`src/rtl/fft_pkg.sv`:
```
// fft_pkg: constants and state encoding shared by the pair_buffer slice.
//   state_e   : FILL / PAIR phase of the half-frame pairing FSM
//   DEF_WIDTH : default sample part width
//   DEF_LOG2N : default log2 of the frame length
package fft_pkg;

    typedef enum logic {
        FILL = 1'b0,
        PAIR = 1'b1
    } state_e;

    localparam int DEF_WIDTH = 16;
    localparam int DEF_LOG2N = 4;

endpackage

```
`src/rtl/pair_buf_mem.sv`:
```
// pair_buf_mem: simple dual-port storage, one synchronous write port and one
// synchronous read port with one-cycle read latency. Storage is not reset so
// it maps onto block RAM.
//   clk     : clock
//   we_i    : write enable
//   waddr_i : write address
//   wdata_i : write data
//   re_i    : read enable; rdata_o updates on the next edge only when set
//   raddr_i : read address
//   rdata_o : registered read data
module pair_buf_mem #(
    parameter int DW = 32,
    parameter int AW = 3
) (
    input  logic          clk,
    input  logic          we_i,
    input  logic [AW-1:0] waddr_i,
    input  logic [DW-1:0] wdata_i,
    input  logic          re_i,
    input  logic [AW-1:0] raddr_i,
    output logic [DW-1:0] rdata_o
);

    logic [DW-1:0] mem_q [1<<AW];
    logic [DW-1:0] rdata_q;

    always_ff @(posedge clk) begin
        if (we_i) mem_q[waddr_i] <= wdata_i;
        if (re_i) rdata_q <= mem_q[raddr_i];
    end

    assign rdata_o = rdata_q;

endmodule

```
`src/rtl/pair_buffer.sv`:
```
// pair_buffer: pairs sample k with sample k+H of each N-sample frame for a
// radix-2 butterfly. The first half of a frame is stored; each second-half
// sample reads its partner back and both leave one cycle later.
//   clk, rst_n          : clock, async active-low reset
//   in_valid, in_sof    : sample strobe, start-of-frame (qualified by in_valid)
//   in_re, in_im        : input sample
//   out_valid           : one-cycle pulse per operand pair
//   a_re, a_im          : x[k]
//   b_re, b_im          : x[k+H]
//   tw_idx              : pair index k
//   frame_done          : with PAIR_BUF_FRAME_DONE_EN only; pulses with the
//                         last pair (tw_idx = H-1) of a frame
//
// state | meaning
// FILL  | storing first-half samples at address cnt
// PAIR  | reading partner at cnt, emitting pair next cycle
module pair_buffer
    import fft_pkg::*;
#(
    parameter int WIDTH = DEF_WIDTH,
    parameter int LOG2N = DEF_LOG2N
) (
    input  logic             clk,
    input  logic             rst_n,
    input  logic             in_valid,
    input  logic             in_sof,
    input  logic [WIDTH-1:0] in_re,
    input  logic [WIDTH-1:0] in_im,
    output logic             out_valid,
    output logic [WIDTH-1:0] a_re,
    output logic [WIDTH-1:0] a_im,
    output logic [WIDTH-1:0] b_re,
    output logic [WIDTH-1:0] b_im,
    output logic [LOG2N-2:0] tw_idx
`ifdef PAIR_BUF_FRAME_DONE_EN
    ,
    output logic             frame_done
`endif
);

    localparam int AW = LOG2N - 1;
    localparam logic [AW-1:0] CNT_LAST = {AW{1'b1}};

    state_e          state_q, state_d;
    logic [AW-1:0]   cnt_q, cnt_d;
    logic            wr_en, rd_en;
    logic [AW-1:0]   wr_addr;
    logic [2*WIDTH-1:0] rdata;

    logic            pend_q;
    logic [2*WIDTH-1:0] a_hold_q;
    logic [2*WIDTH-1:0] b_q;
    logic [AW-1:0]   tw_q;

    // state register
    always_ff @(posedge clk or negedge rst_n) begin
        if (!rst_n) begin
            state_q <= FILL;
            cnt_q   <= '0;
        end else begin
            state_q <= state_d;
            cnt_q   <= cnt_d;
        end
    end

    // next state; an accepted sof restarts the frame at index 0, so the
    // following sample lands at address 1
    always_comb begin
        state_d = state_q;
        cnt_d   = cnt_q;
        if (in_valid) begin
            if (in_sof) begin
                state_d = FILL;
                cnt_d   = AW'(1);
            end else begin
                cnt_d = cnt_q + AW'(1);
                if (cnt_q == CNT_LAST) begin
                    state_d = (state_q == FILL) ? PAIR : FILL;
                end
            end
        end
    end

    // outputs: memory port controls
    always_comb begin
        wr_en   = 1'b0;
        rd_en   = 1'b0;
        wr_addr = cnt_q;
        if (in_valid) begin
            if (in_sof) begin
                wr_en   = 1'b1;
                wr_addr = '0;
            end else if (state_q == FILL) begin
                wr_en = 1'b1;
            end else begin
                rd_en = 1'b1;
            end
        end
    end

    pair_buf_mem #(
        .DW (2*WIDTH),
        .AW (AW)
    ) u_mem (
        .clk     (clk),
        .we_i    (wr_en),
        .waddr_i (wr_addr),
        .wdata_i ({in_re, in_im}),
        .re_i    (rd_en),
        .raddr_i (cnt_q),
        .rdata_o (rdata)
    );

    // b and tw_idx are captured alongside the read so they line up with the
    // memory data; a_hold_q keeps a stable while no pair is in flight
    always_ff @(posedge clk or negedge rst_n) begin
        if (!rst_n) begin
            pend_q   <= 1'b0;
            a_hold_q <= '0;
            b_q      <= '0;
            tw_q     <= '0;
        end else begin
            pend_q <= rd_en;
            if (pend_q) a_hold_q <= rdata;
            if (rd_en) begin
                b_q  <= {in_re, in_im};
                tw_q <= cnt_q;
            end
        end
    end

    assign out_valid    = pend_q;
    assign {a_re, a_im} = pend_q ? rdata : a_hold_q;
    assign {b_re, b_im} = b_q;
    assign tw_idx       = tw_q;

`ifdef PAIR_BUF_FRAME_DONE_EN
    logic fd_q;

    always_ff @(posedge clk or negedge rst_n) begin
        if (!rst_n) fd_q <= 1'b0;
        else        fd_q <= rd_en && (cnt_q == CNT_LAST);
    end

    assign frame_done = fd_q;
`endif

endmodule

```
`config.mk`:
```
export PLATFORM = sky130hd
export DESIGN_NAME = pair_buffer
export DESIGN_NICKNAME = d
export VERILOG_FILES = /design/src/rtl/fft_pkg.sv /design/src/rtl/pair_buf_mem.sv /design/src/rtl/pair_buffer.sv
export SDC_FILE = /design/constraint.sdc
export NUM_CORES = 1
export LEC_CHECK = 0
export CAP_MARGIN = 20
export CORE_ASPECT_RATIO = 1.25
export CORE_MARGIN = 3
export CORE_UTILIZATION = 29
export CTS_CLUSTER_SIZE = 40
export DETAILED_ROUTE_END_ITERATION = 10
export PLACE_DENSITY_LB_ADDON = 0.25
export SLEW_MARGIN = 20
export SYNTH_ARGS = -nofsm -noshare
export SYNTH_HDL_FRONTEND = slang
export SYNTH_HIERARCHICAL = 1
export SYNTH_SLANG_ARGS = --single-unit
export TNS_END_PERCENT = 100
```
`constraint.sdc`:
```
create_clock -name clk -period 5.4 [get_ports clk]
set_input_delay 1.08 -clock clk [delete_from_list [all_inputs] [get_ports clk]]
set_output_delay 1.08 -clock clk [all_outputs]
set_load 0.01 [all_outputs]
```
### Word-level counts from Yosys, hierarchy flattened

Memories as Yosys holds them, arrays and structs flattened. A register that Yosys moved wholly into a read port is not among the register bits.
Cells that the tools add are included.

* add/sub/neg operators: 1
* equal/unequal tests: 1
* reductions and logical operators: 2
* mux-type cells: 14

Operator list (count)
* 2-to-1 mux 32 bit: 1
* 2-to-1 mux 1 bit: 10
* 2-to-1 mux 3 bit: 3
* adder 3 x 1 -> 3 bit, second input constant: 1
* == test 3 bit, second input constant: 1
* AND reduction 2 bit: 1
* nonzero test 2 bit: 1

* word-level logic and storage cells: 25
* output and inout port bits: 68
* memory bits (writable): 256
* register bits after elaboration: 72
* memories kept: 1

Memory list
* u_mem.mem_q: words 8, width 32, read ports 1, clocked after memory_dff 1, write ports 1, RTL line pair_buf_mem.sv:24 `logic [DW-1:0] mem_q [1<<AW];`

### Longest topological paths before layout

* depth after elaboration: 5
* mapped depth: 4

### Hierarchy

Netlist, hierarchy kept.

By module, submodules not included
* pair_buf_mem: cells each 415, seq. area each 8648.3 sq um, area an instance 10786.6 sq um, times used 1
* pair_buffer: cells each 166, seq. area each 1801.7 sq um, area an instance 2885.3 sq um, times used 1

### Least setup slack after synthesis

No wires, ideal clock.

* path kind: input to register
* from: in in_sof
* to: mem u_mem.mem_q[0][0], enable pin
* cell stages on the path: 4
* arrival: 3676 ps
* slack: 1262 ps
* path buffers: 0
* cell sequence: nand2_1 > and2_1 > nand2b_1 > nor3_1

RTL lines
* from (decl): RTL line pair_buffer.sv:26 `input logic in_sof,`
* 2-to-1 mux 3 bit: RTL line pair_buffer.sv:90 `if (in_sof) begin`
* 2-to-1 mux 3 bit: RTL line pair_buffer.sv:89 `if (in_valid) begin`
* via wr_addr[2]: RTL line pair_buffer.sv:47 `logic [AW-1:0] wr_addr;`
* to (decl): RTL line pair_buf_mem.sv:24

The timed path passes the listed nets, and every way through them passes these cells.

### Worst setup path in the final report

* from: reg pend_q, in the netlist out_valid
* to: out a_re[0]

* cells in the longest elaborated chain, start to end: 1

RTL lines
* from (decl): RTL line pair_buffer.sv:50 `logic pend_q;`
* from (signal assigned): RTL line pair_buffer.sv:123 `pend_q <= rd_en;`
* 2-to-1 mux 32 bit: RTL line pair_buffer.sv:133 `assign {a_re, a_im} = pend_q ? rdata : a_hold_q;`
* to (decl): RTL line pair_buffer.sv:30 `output logic [WIDTH-1:0] a_re,`

No other way between the ends.

==> out/qor.yml <==
clock_network:
  clock_path_buffers: 3
  cts-root-buf: "clkbuf_16"
  post_cts_resized: 0
  clk_pin_slew_ps: 60
  clk_latency_ps: 540
  cts_buffers: 40
  htreeDepth: 2
  cts_tree: "yes"
  cts_setup_buffers: 0
  postCtsHoldBufs: 0
  numClockSinks: 360
timing:
  maxSlewHeadroom_pct: 27.2
  slew_violations: 0
  clock_skew_ps: 18.8
  setup_tns_ps: 0
  setup_ws_ps: 1820
  worstMarginPinSlew_ps: 1090
  finalHoldViolCount: 0
  setup-violations-final: 0
  rsz0062_at_grt: "no"
  fmax_mhz: 279
  min_period_ps: 3580
  post-route-period-util_pct: 66.3
worst_setup_path:
  r2r_slack_ps: 2450
  cp_data_required_time_ps: 4320
  worstSetupEndpointType: "output pin"
  path_class: "flip-flop to output pin"
  crit_fanout: 33
  critPathLaunchType: "flip-flop"
  reg2reg_from: "cnt_q[2]"
  crit_start: "out_valid"
  ff2ff_path_depth: 4
  worstSetupEndpoint: "a_re[0]"
  worstPathArrival_ps: 2500
  rr_endpoint: "u_mem/mem_q[5][13]"
floorplan:
  num_rows: 88
  io-pin-count: 104
  die_h_microns: 249
  die_w_microns: 200
  initial_utilization_pct: 29.5
  die-area_sq_um: 49800
  core_sq_um: 46400
synth:
  synth.net_count: 619
  synth_ff_type: "edfxtp_1"
  synthCells: 581
  synth-simple-area-share_pct: 0.842
  netlist_area_sq_um: 13700
  ys_warn_count: 6
  ys_seq_elements: 360
  avgSynthCellArea_sq_um: 23.5
  yosysTopAreaCellShare_pct: 63.3
  synth-seq-area-share_pct: 76.4
  synth_compound_area_share_pct: 0.275
  synthDistinctLibCells: 26
  synthAdderAreaFrac_pct: 0.183
  synth_top_family_by_area: "multiplexers"
  synth_edf_count: 288
  yosys.area_share.xor_xnor_pct: 0
  synthTopCellsByArea: "edfxtp_1, dfrtp_1, mux4_1"
  synthMuxAreaShare_pct: 20.6
  synthArstFlopShare_pct: 20.0
  synth_largest_area_cell: "edfxtp_1"
grt:
  grt_pass1_wl_mm: 42.7
  grt_max_degree: 69
  globalRoute.totalOverflow: 0
  first_global_vias: 6723
  antenna_found_initial: 0
  track_usage_pct: 11.3
place:
  numPortBuffers: 103
  gp_congestion: 0.653
  place_hpwl_mm: 16.1
  place_ws_ps: 1700
routing:
  firstDrtPassIters: 5
  met3WireLength_mm: 1.12
  first_iter_violations: 273
  top_layer_used: "met4"
  wl_met2_mm: 14.7
  wl_mm: 27.9
  wl_per_cell_microns: 20.3
  vias: 6030
  vias_per_cell: 4.40
  ant_nets: 0
  met1Wirelength_mm: 11.5
  drc_errors: 0
hold_path:
  hold_path_class: "flip-flop to flip-flop"
  whs_path_depth: 1
  hp-start: "a_hold_q[1]"
finish:
  drive_gt1_share_pct: 27.6
  finalNetCount: 749
  nFillCells: 4278
  antenna_cells: 0
  area_delta_synth_final_pct: 22.3
flow_run:
  cap_violations: 0
pwr:
  p_leak_uw: 0.00582
  ir_drop_mv: 0.204
  p_per_area_nw_per_um2: 452
run_status:
  status: "completed"
final cells by class:
cell class	instances	area [sq um]	share of cell area [%]
Sequential cell	360	10500	62.6
Multi-Input combinational cell	192	3050	18.2
Timing Repair Buffer	114	1150	6.88
Clock buffer	48	1040	6.23
Tap cell	630	788	4.71
Clock inverter	25	221	1.32
Inverter	3	11.3	0.0673
layout by cell type (no fill, tap or decap), drive strengths merged:
| cell | synthesis | routed |
|---|---|---|
| a21oi | 2 | 2 |
| a221o | 1 | 1 |
| a22o | 2 | 2 |
| and2 | 3 | 3 |
| and2b | 1 | 1 |
| buf | 24 | 12 |
| bufinv | 0 | 3 |
| clkbuf | 2 | 48 |
| clkdlybuf4s50 | 0 | 102 |
| clkinv | 0 | 17 |
| clkinvlp | 0 | 2 |
| dfrtp | 72 | 72 |
| edfxtp | 288 | 288 |
| ha | 2 | 2 |
| inv | 3 | 6 |
| mux2 | 99 | 99 |
| mux4 | 64 | 64 |
| nand2 | 3 | 3 |
| nand2b | 3 | 3 |
| nand3b | 1 | 1 |
| nor2 | 7 | 7 |
| nor2b | 1 | 1 |
| nor3 | 2 | 2 |
| nor3b | 1 | 1 |
critical path: stages, from the launching register on:
cell and delay (ps):
dfrtp_2 1000, mux2_2 430, clkdlybuf4s50_1 530
power by group:
part	internal, uW	leakage [uW]	switching, uW
sequential	3360	0.00353	192
combinational	853	0.00167	527
clock	1530	0.000616	1100
per-stage QoR:
step / instance area (sq um) / util, % / std cells / total power [uW] / hold WS [ps]
2_1_floorplan: 13700 / - / 581 / 4290 / 512
3_3_place_gp: 15400 / 33.2 / 1297 / 5010 / 465
3_5_place_dp: 15500 / 33.3 / 1299 / 5020 / 483
4_1_cts: 16700 / 36.1 / 1372 / 7710 / 497
5_1_grt: 16700 / 36.1 / 1372 / 7920 / 507
6_report: 16700 / 36.1 / 1372 / 7550 / 489
cells by family after synthesis:
family / Yosys count
AO/OA/AOI/OAI: 5
adder cells (fa/ha/maj): 2
buffers and inverters: 29
flip-flops: 360
multiplexers: 163
AND/OR/NAND/NOR: 22
state kept, by name, summed over array words and instances, names as in the netlist:
name,count
u_mem/mem_q,256
a_hold_q,32
b_q,32
u_mem/rdata_o,32
cnt_q,3
tw_idx,3
out_valid,1
state_q,1
worst min-delay path by stage:
stage / endpoint / slack [ps]
final: a_hold_q[1] / 490
after global routing: b_q[31] / 510
after CTS: a_hold_q[21] / 500
after detailed placement: a_hold_q[2] / 480
after global placement: a_hold_q[2] / 470
after floorplan: a_hold_q[28] / 510
synth_stat cells (4+ instances only):
library cell,n
nor2_1,7
mux4_1,40
edfxtp_1,288
dfrtp_1,72
mux2_2,68
mux2_4,29
buf_1,4
buf_6,8
buf_2,9
mux4_2,24
layer usage:
metal	vias up	track usage (%)
li1	2668	-
met1	3208	13.7
met2	115	20.2
met3	39	2.17
met4	0	3.46
met5	-	0
No activity file was read; power rests on OpenSTA's default activity.
==> variant 1 (same flow settings) <==
Build with the macro `PAIR_BUF_FRAME_DONE_EN` defined.
--- a/src/rtl/pair_buffer.sv
+++ b/src/rtl/pair_buffer.sv
@@ -14,6 +14,8 @@
 // state | meaning
 // FILL  | storing first-half samples at address cnt
 // PAIR  | reading partner at cnt, emitting pair next cycle
+`define PAIR_BUF_FRAME_DONE_EN
+
 module pair_buffer
     import fft_pkg::*;
 #(
Function (old outputs only; new: frame_done): no difference found for any inputs over 10 cycles, from zero or initial values and one cycle with rst_n low; that may be too few to reach the edited logic, so the function may still have changed.
==> variant 1 against the unedited design <==
- non-clock buffer count up 3
- sequential share of layout area is 0.63 points lower
- sequential cell count increased by 1
- synthesized area is essentially flat
- register-to-register slack gained 0.09 ns
- first-iteration DRC count down 1.1%
- total power rose by 2.9%
- routed wire length increased by 0.97%
- design area up 1.3%
- count of clock-buffer cells in the layout increased by 4
- setup slack gained 0.061 ns
- critical endpoint is now a_im[9]
- largest power group unchanged
==> variant 1: results (changes against the unedited design) <==
Data-path buffer share of cell area in the final layout: 7.18% (was 6.88%)
Result of the run: complete, no violations (unchanged)
Top post-synthesis cells by count: edfxtp_1 (288), dfrtp_1 (73), mux2_2 (68) (was edfxtp_1 (288), dfrtp_1 (72), mux2_2 (68))
Clock Skews: 0.0101 ns (was 0.0188 ns)
Non-filler cells, final: 1377 (was 1372)
Leak: 0.00590 uW (was 0.00582 uW)
Aggregate routed wire length: 28.2 mm (was 27.9 mm)
Total Nets Final: 754 (was 749)
Non-clk invs: 2 (was 3)
Register share of the cell area: 61.9% (was 62.6%)
RD Place Congestion: 0.657 (was 0.653)
Grt met3 use: 1.99% (was 2.17%)
Count of mapped cells out of synthesis: 584 (was 581)
Fill cell instance count of the final layout: 4231 (was 4278)
Pre-CTS setup slack: 1.73 ns (was 1.70 ns)
Proportion of layout cells with a drive suffix above 1: 27.7% (was 27.6%)
Multi-input logic portion of the cell area: 18.1% (was 18.2%)
Vias in the first global route: 6746 (was 6723)
Number of non-clock buffers: 117 (was 114)
Clock sink count: 361 (was 360)
Wire length on met2: 14.2 mm (was 14.7 mm)
ClkCell Share: 8.11% (was 7.55%)
Hold Path Origin: a_hold_q[12] (was a_hold_q[1])
Routed via count divided by cell count: 4.43 (was 4.40)
Number of clock-tree buffers in the layout: 52 (was 48)
Top cells by area in the synthesized netlist: edfxtp_1 (63%), dfrtp_1 (13%), mux4_1 (7.7%) (unchanged)
DPL Wire Length: 16.4 mm (was 16.1 mm)
Number of input and output port buffers inserted: 104 (was 103)
Number of DRC markers after the initial detailed-route iteration: 270 (was 273)
Number of distinct standard cells referenced by the synthesized netlist: 24 (was 26)
Number of antenna violations at the first check in global routing: 1 (was 0)
Tot GR Track Use: 11.3% (about the same)
Cell Count Post-Placement: 1304 (was 1299)
Number of optimization iterations in the first detailed-route pass: 4 (was 5)
Number of diodes: 1 (was 0)
## variant 1: final timing paths
check / cells after the start / slack [ns] / endpoint
worst max-delay path: 2 / 1.88 / a_im[9]
worst min-delay path: 1 / 0.50 / a_hold_q[12]
worst max register to register: 4 / 2.54 / u_mem/mem_q[5][3]
worst min register to register: 1 / 0.50 / a_hold_q[12]
max in group asynchronous: 2 / 3.85 / cnt_q[0]
min in group asynchronous: 1 / 0.53 / frame_done
## variant 1: logic make-up after synthesis
group | count (synthesis) | synth area share (%)
buffers and inverters | 28 | 1.45
flip-flops | 361 | 76.6
AO/OA/AOI/OAI | 4 | 0.229
adder cells (fa/ha/maj) | 2 | 0.183
multiplexers | 163 | 20.6
AND/OR/NAND/NOR | 26 | 0.961
## variant 1: report_power, final
group / total [uW] / internal (uW) / switching [uW]
Combinational: 1400 / 858 / 538
Clock: 2820 / 1770 / 1050
Sequential: 3560 / 3370 / 194
==> variant 2 (same settings) <==
Made on the original files. Put a register stage on the output `a_im`, without a reset. The value now appears one clock later. The other outputs are not delayed to match.
--- a/src/rtl/pair_buffer.sv
+++ b/src/rtl/pair_buffer.sv
@@ -40,6 +40,8 @@
 
     localparam int AW = LOG2N - 1;
     localparam logic [AW-1:0] CNT_LAST = {AW{1'b1}};
+
+    logic [WIDTH-1:0] a_im_d;
 
     state_e          state_q, state_d;
     logic [AW-1:0]   cnt_q, cnt_d;
@@ -130,7 +132,7 @@
     end
 
     assign out_valid    = pend_q;
-    assign {a_re, a_im} = pend_q ? rdata : a_hold_q;
+    assign {a_re, a_im_d} = pend_q ? rdata : a_hold_q;
     assign {b_re, b_im} = b_q;
     assign tw_idx       = tw_q;
 
@@ -145,5 +147,9 @@
     assign frame_done = fd_q;
 `endif
 
+    always_ff @(posedge clk) begin
+        a_im <= a_im_d;
+    end
+
 endmodule
 
Function: no difference found for any inputs over 4 cycles, from zero or initial values and one cycle with rst_n low; that may be too few to reach the edited logic, so the function may still have changed.
==> variant 2 against the unedited design <==
- setup slack got worse by 0.036 ns
- first-iteration DRC count increased by 42%
- design area increased by 3.8%
- global-route usage about the same
- clock skew decreased by 0.0051 ns
- synthesized area increased by 2.3%
- total power increased by 8.8%
- sequential cell count increased by 16
- combinational power about the same
- critical path depth unchanged
- routed wire length increased by 1.6%
==> variant 2: results (changes against the unedited design) <==
Result of the run: complete, no violations (unchanged)
Number of synthesized register bits: 376 (was 360)
Routed len/inst: 20.3 um (about the same)
Sequential fraction of the synthesis area: 77.0% (was 76.4%)
Cell Count Post-Placement: 1323 (was 1299)
Total Nets Final: 768 (was 749)
Critical R2R Capture: u_mem/rdata_o[2] (was u_mem/mem_q[5][13])
CP Max Fanout: 33 (unchanged)
Clk power: 3100 uW (was 2620 uW)
Total design power: 8220 uW (was 7550 uW)
Sequential cell area in the final layout: 10800 um2 (was 10500 um2)
Startpoint of the worst register-to-register path: cnt_q[0] (was cnt_q[2])
Grt met3 use: 2.04% (was 2.17%)
Vias in the first global route: 6790 (was 6723)
RD Place Congestion: 0.663 (was 0.653)
Number of DRC markers after the initial detailed-route iteration: 389 (was 273)
Async set-or-reset flop fraction in the synthesized netlist: 19.1% (was 20.0%)
Worst setup path end: a_re[5] (was a_re[0])
Global Route met2 Usage: 18.3% (was 20.2%)
Logic depth of the worst register-to-register path: 3 (was 4)
First element of the critical path: out_valid (unchanged)
Number of buffers added by the clock tree synthesis step: 41 (was 40)
Headroom to the max-slew limit: 27.4% (was 27.2%)
Max VDD drop: 246 uV (was 204 uV)
Fill cell instance count of the final layout: 4433 (was 4278)
Hold Path Origin: u_mem/rdata_o[15] (was a_hold_q[1])
Final hold slack: 0.490 ns (was 0.489 ns)
Data-path buffer share of cell area in the final layout: 7.05% (was 6.88%)
Global-route wire length before repair: 43.1 mm (was 42.7 mm)
P per Cell Area: 474 nW/um2 (was 452 nW/um2)
Arrival time of the worst setup path: 2.54 ns (was 2.50 ns)
Worst-case register-to-register setup slack: 2.60 ns (was 2.45 ns)
Top cells by area in the synthesized netlist: edfxtp_1 (62%), dfrtp_1 (13%), mux4_1 (7.5%) (was edfxtp_1 (63%), dfrtp_1 (13%), mux4_1 (7.7%))
Clock Skews: 0.0137 ns (was 0.0188 ns)
Clock insertion delay at the later pin of the skew report: 0.55 ns
DPL Wire Length: 16.2 mm (was 16.1 mm)
Post-Syn Nets: 635 (was 619)
Number of clock-tree buffers in the layout: 48 (unchanged)
Area of placed instances: 15800 um2 (was 15500 um2)
Tot GR Track Use: 11.2% (was 11.3%)
Count of mapped cells out of synthesis: 597 (was 581)
Proportion of layout cells with a drive suffix above 1: 27.8% (was 27.6%)
Crit path largest cell delay: 1.04 ns (was 1.00 ns)
Routed via count divided by cell count: 4.43 (was 4.40)
Cell-internal power: 6350 uW (was 5740 uW)
ClkCell Share: 8.65% (was 7.55%)
Met1 Resource Use GR: 15.0% (was 13.7%)
Number of distinct standard cells referenced by the synthesized netlist: 27 (was 26)
Non-filler cells, final: 1399 (was 1372)
Terminating pin of the worst hold path: a_im[15] (was a_hold_q[1])
Number of non-clock buffers: 116 (was 114)
-- variant 2: critical path: cells and delay by family, from the launching register on --
kind	cells	cell delay, ns
flops	1	1.04
buf+inv	1	0.49
mux	1	0.43
-- variant 2: per-layer routing --
| layer | share of wire (%) | up-vias | wire (um) |
|---|---|---|---|
| met5 | 0 | - | 0 |
| met1 | 44 | 3286 | 12400 |
| met4 | 2.9 | 0 | 814 |
| met3 | 4.8 | 51 | 1360 |
| met2 | 49 | 132 | 13700 |
| li1 | - | 2722 | - |
-- variant 2: cells by family (layout without fill, tap and decap cells) --
logic type | count (synthesis) | after routing | share of synthesized area (%)
DFF | 376 | 376 | 77.0
AOI/OAI and AO/OA | 5 | 5 | 0.268
muxes | 163 | 163 | 20.1
and+or+nand+nor | 22 | 22 | 0.823
buffers and inverters | 29 | 194 | 1.64
adders and majority gates | 2 | 2 | 0.179
